<file path="src/rtl/sd_spi_init_engine_pkg.sv">
// Shared definitions for the SD-card SPI-mode initialisation engine:
// command indices, FSM state encoding, error codes, expected R1 values,
// and the single-bit CRC7 step used when SD_CRC7_EN is defined.
package sd_spi_init_engine_pkg;

    localparam logic [5:0] CMD0   = 6'd0;
    localparam logic [5:0] CMD8   = 6'd8;
    localparam logic [5:0] CMD16  = 6'd16;
    localparam logic [5:0] ACMD41 = 6'd41;
    localparam logic [5:0] CMD55  = 6'd55;
    localparam logic [5:0] CMD58  = 6'd58;

    typedef enum logic [2:0] {
        ST_IDLE    = 3'd0,
        ST_POWERUP = 3'd1,
        ST_SEND    = 3'd2,
        ST_POLL_R1 = 3'd3,
        ST_TAIL    = 3'd4,
        ST_CHECK   = 3'd5,
        ST_DONE    = 3'd6,
        ST_ERR     = 3'd7
    } state_t;

    localparam logic [2:0] ERR_NONE    = 3'd0;
    localparam logic [2:0] ERR_TIMEOUT = 3'd1;
    localparam logic [2:0] ERR_BAD_R1  = 3'd2;
    localparam logic [2:0] ERR_ECHO    = 3'd3;
    localparam logic [2:0] ERR_ACMD41  = 3'd4;

    localparam logic [7:0] R1_READY   = 8'h00;
    localparam logic [7:0] R1_IDLE    = 8'h01;
    localparam logic [7:0] R1_ILLEGAL = 8'h05;

    localparam logic [7:0]  CMD8_ECHO  = 8'hAA;
    localparam logic [3:0]  CMD8_VHS   = 4'h1;
    localparam logic [31:0] CMD8_ARG   = 32'h0000_01AA;
    localparam logic [31:0] ACMD41_HCS = 32'h4000_0000;

    // Precomputed CRC bytes; only CMD0 and CMD8 need a valid CRC in SPI mode
    function automatic logic [7:0] fixed_crc(input logic [5:0] idx);
        if (idx == CMD0)      return 8'h95;
        else if (idx == CMD8) return 8'h87;
        else                  return 8'hFF;
    endfunction

    // One serial step of CRC7, polynomial x^7 + x^3 + 1
    function automatic logic [6:0] crc7_step(input logic [6:0] c, input logic b);
        logic fb;
        fb = c[6] ^ b;
        return {c[5:0], 1'b0} ^ (fb ? 7'h09 : 7'h00);
    endfunction

endpackage

</file>
<file path="src/rtl/sd_spi_byte_xfer.sv">
// Full-duplex SPI mode-0 byte shifter. One byte takes 16*CLK_DIV clk cycles.
// Handshake: start is honoured only while idle (a start during a transfer is
// dropped); done pulses for one cycle when the byte is finished, and rx_byte
// holds the received byte from that cycle until the next start.
module sd_spi_byte_xfer #(
    parameter int CLK_DIV = 4
) (
    input  logic       clk,
    input  logic       rst,
    input  logic       start,
    input  logic [7:0] tx_byte,
    input  logic       spi_miso,
    output logic       done,
    output logic [7:0] rx_byte,
    output logic       spi_sck,
    output logic       spi_mosi
);

    localparam int DW = (CLK_DIV > 1) ? $clog2(CLK_DIV) : 1;

    logic          active;
    logic [DW-1:0] div_cnt;
    logic [3:0]    half_cnt;
    logic [7:0]    tx_sh;

    // Half-period timer: even halves end with a rising edge (sample MISO),
    // odd halves end with a falling edge (advance MOSI)
    always_ff @(posedge clk) begin
        if (!rst) begin
            active   <= 1'b0;
            div_cnt  <= '0;
            half_cnt <= 4'd0;
            tx_sh    <= 8'hFF;
            rx_byte  <= 8'h00;
            spi_sck  <= 1'b0;
            spi_mosi <= 1'b1;
            done     <= 1'b0;
        end else begin
            done <= 1'b0;
            if (!active) begin
                if (start) begin
                    active   <= 1'b1;
                    div_cnt  <= '0;
                    half_cnt <= 4'd0;
                    spi_mosi <= tx_byte[7];
                    tx_sh    <= {tx_byte[6:0], 1'b1};
                end
            end else if (div_cnt == DW'(CLK_DIV - 1)) begin
                div_cnt  <= '0;
                half_cnt <= half_cnt + 4'd1;
                if (!half_cnt[0]) begin
                    spi_sck <= 1'b1;
                    rx_byte <= {rx_byte[6:0], spi_miso};
                end else begin
                    spi_sck <= 1'b0;
                    if (half_cnt == 4'd15) begin
                        active   <= 1'b0;
                        done     <= 1'b1;
                        spi_mosi <= 1'b1;
                    end else begin
                        spi_mosi <= tx_sh[7];
                        tx_sh    <= {tx_sh[6:0], 1'b1};
                    end
                end
            end else begin
                div_cnt <= div_cnt + 1'b1;
            end
        end
    end

endmodule

</file>
<file path="src/rtl/sd_spi_init_engine.sv">
// SD-card SPI-mode initialisation sequencer: power-up clocks, CMD0, CMD8,
// CMD55/ACMD41 loop, CMD58 (v2 cards), CMD16 (byte-addressed cards).
// Optional macro SD_CRC7_EN: generate the command CRC7 serially instead of
// using fixed CRC bytes. state_dbg exposes the FSM state for observation.
import sd_spi_init_engine_pkg::*;

module sd_spi_init_engine #(
    parameter int CLK_DIV        = 4,
    parameter int INIT_CLKS      = 80,
    parameter int NCR_MAX        = 8,
    parameter int ACMD41_RETRIES = 1000,
    parameter int BLOCK_LEN      = 512
) (
    input  logic       clk,
    input  logic       rst,
    input  logic       start,
    input  logic       spi_miso,
    output logic       spi_mosi,
    output logic       spi_sck,
    output logic       spi_cs,
    output logic       busy,
    output logic       ready,
    output logic       error,
    output logic [2:0] err_code,
    output logic       sdhc,
    output logic [7:0] r1_last,
    output logic [2:0] state_dbg
);

    localparam int PU_BYTES = (INIT_CLKS + 7) / 8;
    localparam int RW       = $clog2(ACMD41_RETRIES + 1);
    localparam int CW       = 16;

    state_t        state, state_n;
    logic [CW-1:0] cnt, cnt_n;
    logic [5:0]    cmd, cmd_n;
    logic [RW-1:0] retry, retry_n, retry_inc;
    logic          v2, v2_n, in_flight, in_flight_n, cs_n;
    logic          ready_n, error_n, sdhc_n;
    logic [2:0]    err_n;
    logic [7:0]    r1_n;
    logic          ocr_hcs, ocr_hcs_n;
    logic [3:0]    vhs, vhs_n;
    logic [7:0]    echo, echo_n;
    logic          go_cmd, go_err;
    logic [5:0]    next_cmd;
    logic [2:0]    err_sel;
    logic          x_start, x_done;
    logic [7:0]    x_tx, x_rx, frame_byte, crc_byte;
    logic [31:0]   cmd_arg;

    sd_spi_byte_xfer #(.CLK_DIV(CLK_DIV)) u_xfer (
        .clk      (clk),
        .rst      (rst),
        .start    (x_start),
        .tx_byte  (x_tx),
        .spi_miso (spi_miso),
        .done     (x_done),
        .rx_byte  (x_rx),
        .spi_sck  (spi_sck),
        .spi_mosi (spi_mosi)
    );

    assign busy      = !(state inside {ST_IDLE, ST_DONE, ST_ERR});
    assign state_dbg = state;

    // Argument of the command currently being framed
    always_comb begin
        cmd_arg = 32'h0;
        if (cmd == CMD8)             cmd_arg = CMD8_ARG;
        else if (cmd == ACMD41 && v2) cmd_arg = ACMD41_HCS;
        else if (cmd == CMD16)       cmd_arg = 32'(BLOCK_LEN);
    end

    // Byte k of the SEND phase: 0xFF lead-in (CS already low), then 6 frame bytes
    always_comb begin
        case (cnt[2:0])
            3'd1:    frame_byte = {2'b01, cmd};
            3'd2:    frame_byte = cmd_arg[31:24];
            3'd3:    frame_byte = cmd_arg[23:16];
            3'd4:    frame_byte = cmd_arg[15:8];
            3'd5:    frame_byte = cmd_arg[7:0];
            3'd6:    frame_byte = crc_byte;
            default: frame_byte = 8'hFF;
        endcase
    end

`ifdef SD_CRC7_EN
    logic [6:0] crc;
    logic [7:0] crc_sh;
    logic [3:0] crc_bits;

    // CRC7 over frame bytes 1..5, one bit per clk while each byte is on the wire
    always_ff @(posedge clk) begin
        if (!rst) begin
            crc      <= 7'h0;
            crc_sh   <= 8'h0;
            crc_bits <= 4'd0;
        end else if (state == ST_SEND && x_start) begin
            if (cnt == CW'(0)) crc <= 7'h0;
            if (cnt >= CW'(1) && cnt <= CW'(5)) begin
                crc_sh   <= x_tx;
                crc_bits <= 4'd8;
            end
        end else if (crc_bits != 4'd0) begin
            crc      <= crc7_step(crc, crc_sh[7]);
            crc_sh   <= {crc_sh[6:0], 1'b0};
            crc_bits <= crc_bits - 4'd1;
        end
    end

    assign crc_byte = {crc, 1'b1};
`else
    assign crc_byte = fixed_crc(cmd);
`endif

    // State and datapath registers
    always_ff @(posedge clk) begin
        if (!rst) begin
            state     <= ST_IDLE;
            cnt       <= '0;
            cmd       <= CMD0;
            retry     <= '0;
            v2        <= 1'b0;
            in_flight <= 1'b0;
            spi_cs    <= 1'b1;
            ready     <= 1'b0;
            error     <= 1'b0;
            err_code  <= ERR_NONE;
            sdhc      <= 1'b0;
            r1_last   <= 8'hFF;
            ocr_hcs   <= 1'b0;
            vhs       <= 4'h0;
            echo      <= 8'h00;
        end else begin
            state     <= state_n;
            cnt       <= cnt_n;
            cmd       <= cmd_n;
            retry     <= retry_n;
            v2        <= v2_n;
            in_flight <= in_flight_n;
            spi_cs    <= cs_n;
            ready     <= ready_n;
            error     <= error_n;
            err_code  <= err_n;
            sdhc      <= sdhc_n;
            r1_last   <= r1_n;
            ocr_hcs   <= ocr_hcs_n;
            vhs       <= vhs_n;
            echo      <= echo_n;
        end
    end

    // Next-state logic: one byte launched whenever a byte state has none in flight
    always_comb begin
        state_n     = state;
        cnt_n       = cnt;
        cmd_n       = cmd;
        retry_n     = retry;
        v2_n        = v2;
        in_flight_n = in_flight;
        cs_n        = spi_cs;
        ready_n     = ready;
        error_n     = error;
        err_n       = err_code;
        sdhc_n      = sdhc;
        r1_n        = r1_last;
        ocr_hcs_n   = ocr_hcs;
        vhs_n       = vhs;
        echo_n      = echo;
        go_cmd      = 1'b0;
        next_cmd    = cmd;
        go_err      = 1'b0;
        err_sel     = ERR_NONE;
        x_start     = 1'b0;
        x_tx        = 8'hFF;
        retry_inc   = (retry == RW'(ACMD41_RETRIES)) ? retry : retry + 1'b1;

        if (x_done) in_flight_n = 1'b0;
        if (busy && !in_flight) begin
            x_start     = 1'b1;
            in_flight_n = 1'b1;
            if (state == ST_SEND) x_tx = frame_byte;
        end

        case (state)
            ST_IDLE, ST_DONE, ST_ERR: begin
                if (start) begin
                    state_n = ST_POWERUP;
                    cnt_n   = '0;
                    retry_n = '0;
                    v2_n    = 1'b0;
                    cs_n    = 1'b1;
                    ready_n = 1'b0;
                    error_n = 1'b0;
                    err_n   = ERR_NONE;
                    sdhc_n  = 1'b0;
                end
            end
            ST_POWERUP: begin
                if (x_done) begin
                    if (cnt == CW'(PU_BYTES - 1)) begin
                        go_cmd   = 1'b1;
                        next_cmd = CMD0;
                    end else begin
                        cnt_n = cnt + 1'b1;
                    end
                end
            end
            ST_SEND: begin
                if (x_done) begin
                    if (cnt == CW'(6)) begin
                        state_n = ST_POLL_R1;
                        cnt_n   = '0;
                    end else begin
                        cnt_n = cnt + 1'b1;
                    end
                end
            end
            ST_POLL_R1: begin
                if (x_done) begin
                    if (!x_rx[7]) begin
                        r1_n  = x_rx;
                        cnt_n = '0;
                        if (cmd == CMD8 || cmd == CMD58) begin
                            state_n = ST_TAIL;
                        end else begin
                            state_n = ST_CHECK;
                            cs_n    = 1'b1;
                        end
                    end else if (cnt == CW'(NCR_MAX - 1)) begin
                        go_err  = 1'b1;
                        err_sel = ERR_TIMEOUT;
                    end else begin
                        cnt_n = cnt + 1'b1;
                    end
                end
            end
            ST_TAIL: begin
                if (x_done) begin
                    if (cnt == CW'(0)) ocr_hcs_n = x_rx[6];
                    if (cnt == CW'(2)) vhs_n = x_rx[3:0];
                    if (cnt == CW'(3)) begin
                        echo_n  = x_rx;
                        state_n = ST_CHECK;
                        cs_n    = 1'b1;
                    end else begin
                        cnt_n = cnt + 1'b1;
                    end
                end
            end
            ST_CHECK: begin
                if (x_done) begin
                    case (cmd)
                        CMD0: begin
                            if (r1_last == R1_IDLE) begin go_cmd = 1'b1; next_cmd = CMD8; end
                            else begin go_err = 1'b1; err_sel = ERR_BAD_R1; end
                        end
                        CMD8: begin
                            if (r1_last == R1_IDLE) begin
                                if (echo == CMD8_ECHO && vhs == CMD8_VHS) begin
                                    v2_n = 1'b1; go_cmd = 1'b1; next_cmd = CMD55;
                                end else begin
                                    go_err = 1'b1; err_sel = ERR_ECHO;
                                end
                            end else if (r1_last == R1_ILLEGAL) begin
                                v2_n = 1'b0; go_cmd = 1'b1; next_cmd = CMD55;
                            end else begin
                                go_err = 1'b1; err_sel = ERR_BAD_R1;
                            end
                        end
                        CMD55: begin
                            if (r1_last[7:1] == 7'h0) begin go_cmd = 1'b1; next_cmd = ACMD41; end
                            else begin go_err = 1'b1; err_sel = ERR_BAD_R1; end
                        end
                        ACMD41: begin
                            if (r1_last == R1_READY) begin
                                go_cmd = 1'b1;
                                if (v2) next_cmd = CMD58;
                                else begin sdhc_n = 1'b0; next_cmd = CMD16; end
                            end else if (r1_last == R1_IDLE) begin
                                retry_n = retry_inc;
                                if (retry_inc == RW'(ACMD41_RETRIES)) begin
                                    go_err = 1'b1; err_sel = ERR_ACMD41;
                                end else begin
                                    go_cmd = 1'b1; next_cmd = CMD55;
                                end
                            end else begin
                                go_err = 1'b1; err_sel = ERR_BAD_R1;
                            end
                        end
                        CMD58: begin
                            if (r1_last == R1_READY) begin
                                sdhc_n = ocr_hcs;
                                if (ocr_hcs) begin state_n = ST_DONE; ready_n = 1'b1; end
                                else begin go_cmd = 1'b1; next_cmd = CMD16; end
                            end else begin
                                go_err = 1'b1; err_sel = ERR_BAD_R1;
                            end
                        end
                        CMD16: begin
                            if (r1_last == R1_READY) begin state_n = ST_DONE; ready_n = 1'b1; end
                            else begin go_err = 1'b1; err_sel = ERR_BAD_R1; end
                        end
                        default: begin go_err = 1'b1; err_sel = ERR_BAD_R1; end
                    endcase
                end
            end
            default: ;
        endcase

        if (go_cmd) begin
            state_n = ST_SEND;
            cnt_n   = '0;
            cs_n    = 1'b0;
            cmd_n   = next_cmd;
        end
        if (go_err) begin
            state_n = ST_ERR;
            cs_n    = 1'b1;
            error_n = 1'b1;
            err_n   = err_sel;
        end
    end

endmodule

</file>
<file path="config.mk">
export PLATFORM = sky130hd
export DESIGN_NAME = sd_spi_init_engine
export DESIGN_NICKNAME = d
export VERILOG_FILES = /design/src/rtl/sd_spi_init_engine_pkg.sv /design/src/rtl/sd_spi_byte_xfer.sv /design/src/rtl/sd_spi_init_engine.sv
export SDC_FILE = /design/constraint.sdc
export NUM_CORES = 1
export LEC_CHECK = 0
export BUFFER_PORTS_ARGS = -buffer_cell sky130_fd_sc_hd__buf_2
export CORE_UTILIZATION = 45
export DETAILED_ROUTE_END_ITERATION = 8
export GPL_TIMING_DRIVEN = 1
export SLEW_MARGIN = 20
export SYNTH_ARGS = -nofsm -noshare
export SYNTH_HDL_FRONTEND = slang
export SYNTH_HIERARCHICAL = 1
export SYNTH_SLANG_ARGS = --single-unit
</file>
<file path="constraint.sdc">
create_clock -name clk -period 2.9 [get_ports clk]
set_input_delay 0.58 -clock clk [delete_from_list [all_inputs] [get_ports clk]]
set_output_delay 0.58 -clock clk [all_outputs]
set_load 0.02 [all_outputs]
</file>
# Word-level counts from Yosys, hierarchy flattened
# Index checks and enable logic that the tools add are counted.
[classes]
addsub = 4
n_eq_ne = 83
mux = 161
bitwise = 3
reduce_logical = 44
[op_table]
columns = ["op", "n"]
rows = [
  ["$mux W16", 10],
  ["$mux W6", 14],
  ["$pmux W16 S5", 1],
  ["$mux W10", 7],
  ["$mux W1", 68],
  ["$mux W3", 21],
  ["$mux W31", 2],
  ["$mux W8", 7],
  ["$ne A3 B3 Y1 const B", 17],
  ["$pmux W8 S6", 1],
  ["$eq A16 B2 Y1 const B", 2],
  ["$eq A16 B3 Y1 const B", 2],
  ["$pmux W3 S5", 2],
  ["$pmux W6 S5", 1],
  ["$ne A4 B4 Y1 const B", 7],
  ["$ne A2 B2 Y1 const B", 11],
  ["$eq A3 B3 Y1 const B", 7],
  ["$reduce_and A7 Y1", 3],
  ["$eq A10 B10 Y1 const B", 2],
  ["$ne A4 B3 Y1 const B", 5],
  ["$ne A5 B5 Y1 const B", 4],
  ["$pmux W10 S2", 1],
  ["$eq A6 B6 Y1 const B", 3],
  ["$reduce_and A3 Y1", 6],
  ["other kinds (48)", 91],
]
[totals]
regBits = 91
wordCells = 318

# Longest topological paths before layout
[logic_depth]
word_depth = 11
mapped_depth = 11
mapped_depth_nobuf = 9

# Cells and area by module
# Netlist, hierarchy kept.
[by_module_without_submodules]
columns = ["mod", "instances", "cells_per_inst", "area_per_inst_um2"]
rows = [
  ["sd_spi_init_engine", 1, 531, 3997.6],
  ["sd_spi_byte_xfer", 1, 116, 1183.6],
]

# Worst setup path after synthesis
# No wires, ideal clock.
[synth_timing]
path_kind = "register -> register"
start = "register r1_last[6]"
end = "register cmd[5]"
arrival_time_ns = 2.375
required_time_ns = 2.830
path_slack_ns = 0.454
path_stages_with_launch = 8
path_buffers = 0
period_less_slack_ns = 2.446
cell_sequence = "dfxtp_1 > or4_4 > or4b_4 > o31a_1 > o21ai_2 > a22oi_4 > or3_1 > a21oi_1"
[synth_via]
elab_chain_cells = 7
[synth_rtl]
columns = ["item", "line_no", "text"]
rows = [
  ["start: declaration", "sd_spi_init_engine.sv:26", "output logic [7:0] r1_last,"],
  ["start signal: assignment", "sd_spi_init_engine.sv:147", "r1_last <= r1_n;"],
  ["$eq A8 B1 Y1 or $eq A8 B3 Y1 (tied branches)", "--", ""],
  ["$mux W1 (on tied branches)", "sd_spi_init_engine.sv:281, sd_spi_init_engine.sv:266", ""],
  ["$mux W1 (on tied branches)", "sd_spi_init_engine.sv:277, sd_spi_init_engine.sv:260", ""],
  ["$pmux W1 S5", "sd_spi_init_engine.sv:254", "case (cmd)"],
  ["$mux W1", "sd_spi_init_engine.sv:253", "if (x_done) begin"],
  ["$pmux W1 S2", "sd_spi_init_engine.sv:186", "case (state)"],
  ["$reduce_and A14 Y1 (no source line)", "--", ""],
  ["end signal: assignment", "sd_spi_init_engine.sv:138", "cmd <= cmd_n;"],
  ["end: declaration", "sd_spi_init_engine.sv:36", "logic [5:0] cmd, cmd_n;"],
]
# Several ways; a longest one is shown, not always the timed one. The select of a mux whose other input is x is not followed.
# A chain may end at the register's enable or synchronous reset.

# Worst setup path after layout
# Same ends and word-level chain as after synthesis.

==> results.txt <==
Cells after Synth: 647
Startpoint Class: flop
Congestion Overflow GR: 0
nets: 681
CTS H-tree depth: 3
Post-DP Area: 0.00550 mm^2
R2R cell count: 8
Port Buffers: 24
Avg WL per Cell: 16.3 um
outcome: completed
Clock Latency Late Sink: 0.36 ns
Max Cap Violations: 0
Final ANT Viol Nets: 0
vias in the first global route: 4449
CTS Root Cell: clkbuf_16
GRT Util Overall: 0.238
synthesized area: 0.00518 mm^2
Area Growth Syn to Fin: 12.1%
most common cell after layout, fill and taps aside: dfxtp_1
Worst setup EP type: flop
DRC viols: 0
Reg2Reg Setup Slack: 0.20 ns
RR Endpoint: cmd[5]
Initial Util: 0.470
count of final max-slew check failures: 0
die extent in x: 109 um
worst vdd ir: 0.000278 V
Placement Rows: 38
post-cts resize count: 0
Syn Area/Cell: 8.01 um^2
1st-iter DRT viols: 404
routed wire length: 13300 um
Fin. Hold Viols: 0
kind of critical path: reg2reg
Tcrit/Tclk final: 0.932
initial antenna violation count: 0
worst slew pin tran: 0.787 ns
Placer Congestion: 0.953
Post-Syn Nets: 659
io pins: 25
share of cells above drive strength 1: 0.144
CTS tree: yes
Vias: 4923
unrepaired setup endpoints after global routing: no
clk sink count: 90
number of flops mapped to enable cells by yosys: 0
drt pass-1 iters: 8
n_diodes: 0
die height: 109 um
Primary FF master, synth: dfxtp_1
Worst-path clk slew: 0.07 ns
Final Setup Violations: 0
Worst EP required: 3.18 ns
CTS Hold Buffers Added: 0
Slew headroom: 0.472
Post-CTS Setup Bufs: 0
power density over cell area: 451 mW/mm^2
post-route cell area: 0.00581 mm^2
setup_tns: 0 ns
sequential area share after synthesis: 0.348
Hold Path Sink: ready
Worst Hold Class: reg2reg
Crit Path Max Fanout: 15
Synth warnings: 6
leakage power: 2.19 nW
Critical Path AT: 2.98 ns
total die area: 0.0119 mm^2
clock skew: 0.0104 ns
largest net degree at the start of global routing: 51
Max Freq: 370 MHz
flops & latches, synth: 90
ys async rst share: 0
DR vias/cell: 6.05
RR Startpoint: r1_last[6]
count of cell types in the netlist: 75
placed wire-length estimate: 9410 um
Max Buffers Root-to-Sink: 2
highest-count cells in the layout ignoring fill and taps: dfxtp_1 (90), nand2_1 (78), nor2_1 (54), a21oi_1 (45), nand3_1 (41)
minimum clock period: 2.70 ns
Hold Crit Start: ready
Core Region: 0.0110 mm^2
hold path depth: 2
first-pass GRT wire length: 22100 um
cts bufs inserted: 9
## state kept, by name (all words and copies together) (netlist names), 6 cells and up
register,flops
retry,10
cmd,6
u_xfer/rx_byte,8
r1_last,8
cnt,16
echo,8
u_xfer/tx_sh,7
## stage by stage
step	total power [W]	hold slack, ns	worst slack, ns	utilization	std cells
global route	0.00272	0.481	0.0139	0.527	814
CTS	0.00264	0.449	0.194	0.527	814
global placement	0.00141	0.437	0.274	0.499	798
floorplan	0.00138	0.427	0.454	-	647
detailed placement	0.00141	0.438	0.220	0.499	798
finish	0.00262	0.443	0.196	0.527	814
## how the worst max path moves through the flow
stage	start	endpoint	cells after the start
after detailed placement	r1_last[6]	cmd[5]	8
after floorplan	r1_last[6]	cmd[5]	7
after CTS	r1_last[6]	cmd[5]	8
after global routing	retry[1]	cnt[14]	8
final	r1_last[6]	cmd[5]	8
after global placement	r1_last[6]	state_dbg[0]	7
## final cells by class
| cell class | instances | area (um^2) |
|---|---|---|
| clock buffers | 9 | 225 |
| clock inverters | 7 | 83.8 |
| fillers | 1064 | 5220 |
| inverters | 18 | 67.6 |
| multi-input cells | 497 | 3120 |
| flip-flops and latches | 90 | 1800 |
| well taps | 140 | 175 |
| repair buffers | 53 | 338 |
## synthesized netlist by cell type, types with 5 or more instances
cell      number  area (um^2)
xor2_1        10         87.6
nand2_1       78          293
nand3_1       41          205
mux2i_1       29          290
mux2_4         6         90.1
nor2_1        54          203
nand4_1       10         62.6
nand2b_1      10         62.6
a21oi_1       45          225
ha_1           8          100
nor3_1        14         70.1
nor3b_1        5         37.5
dfxtp_1       90         1800
or3_1          9         56.3
inv_1         17         63.8
nand3b_1       8         60.1
nor4_1         6         37.5
or4_1          5         37.5
buf_2          5         25.0
clkbuf_1      31          116
o21ai_0       28          140
nor2b_1       16          100
and3_1        11         68.8
a31oi_1       10         62.6
## routing by layer
layer / vias up / share of wire / track usage
met4: 0 / 0.018 / 0.0886
li1: 2399 / - / -
met1: 2326 / 0.48 / 0.329
met5: - / 0 / 0
met2: 173 / 0.44 / 0.362
met3: 25 / 0.058 / 0.0498
## power by group
group	internal [W]	switching (W)	leakage, nW
Sequential	0.00124	0.0000144	0.727
Combinational	0.0000473	0.0000834	1.31
Clock	0.000686	0.000547	0.154
Total	0.00198	0.000644	2.19
## cells by family (layout without fill, tap and decap cells)
kind of cell	Yosys count	count (layout)	synth area share
AO/OA/AOI/OAI	139	139	0.177
XOR/XNOR	12	12	0.0203
adder cells (fa/ha/maj)	8	8	0.0193
buffers and inverters	60	87	0.0505
flip-flops	90	90	0.348
multiplexers	36	36	0.0756
AND/OR/NAND/NOR	302	302	0.309
## worst max-delay path: stages, from the launching register on
cell and delay [ns]:
dfxtp_1 0.32, or4_4 0.56, or4b_4 0.53, o31a_1 0.28
o21ai_2 0.10, a22oi_4 0.12, buf_4 0.20, or3_1 0.36
a21oi_1 0.14
(Power assumes the default switching activity.)
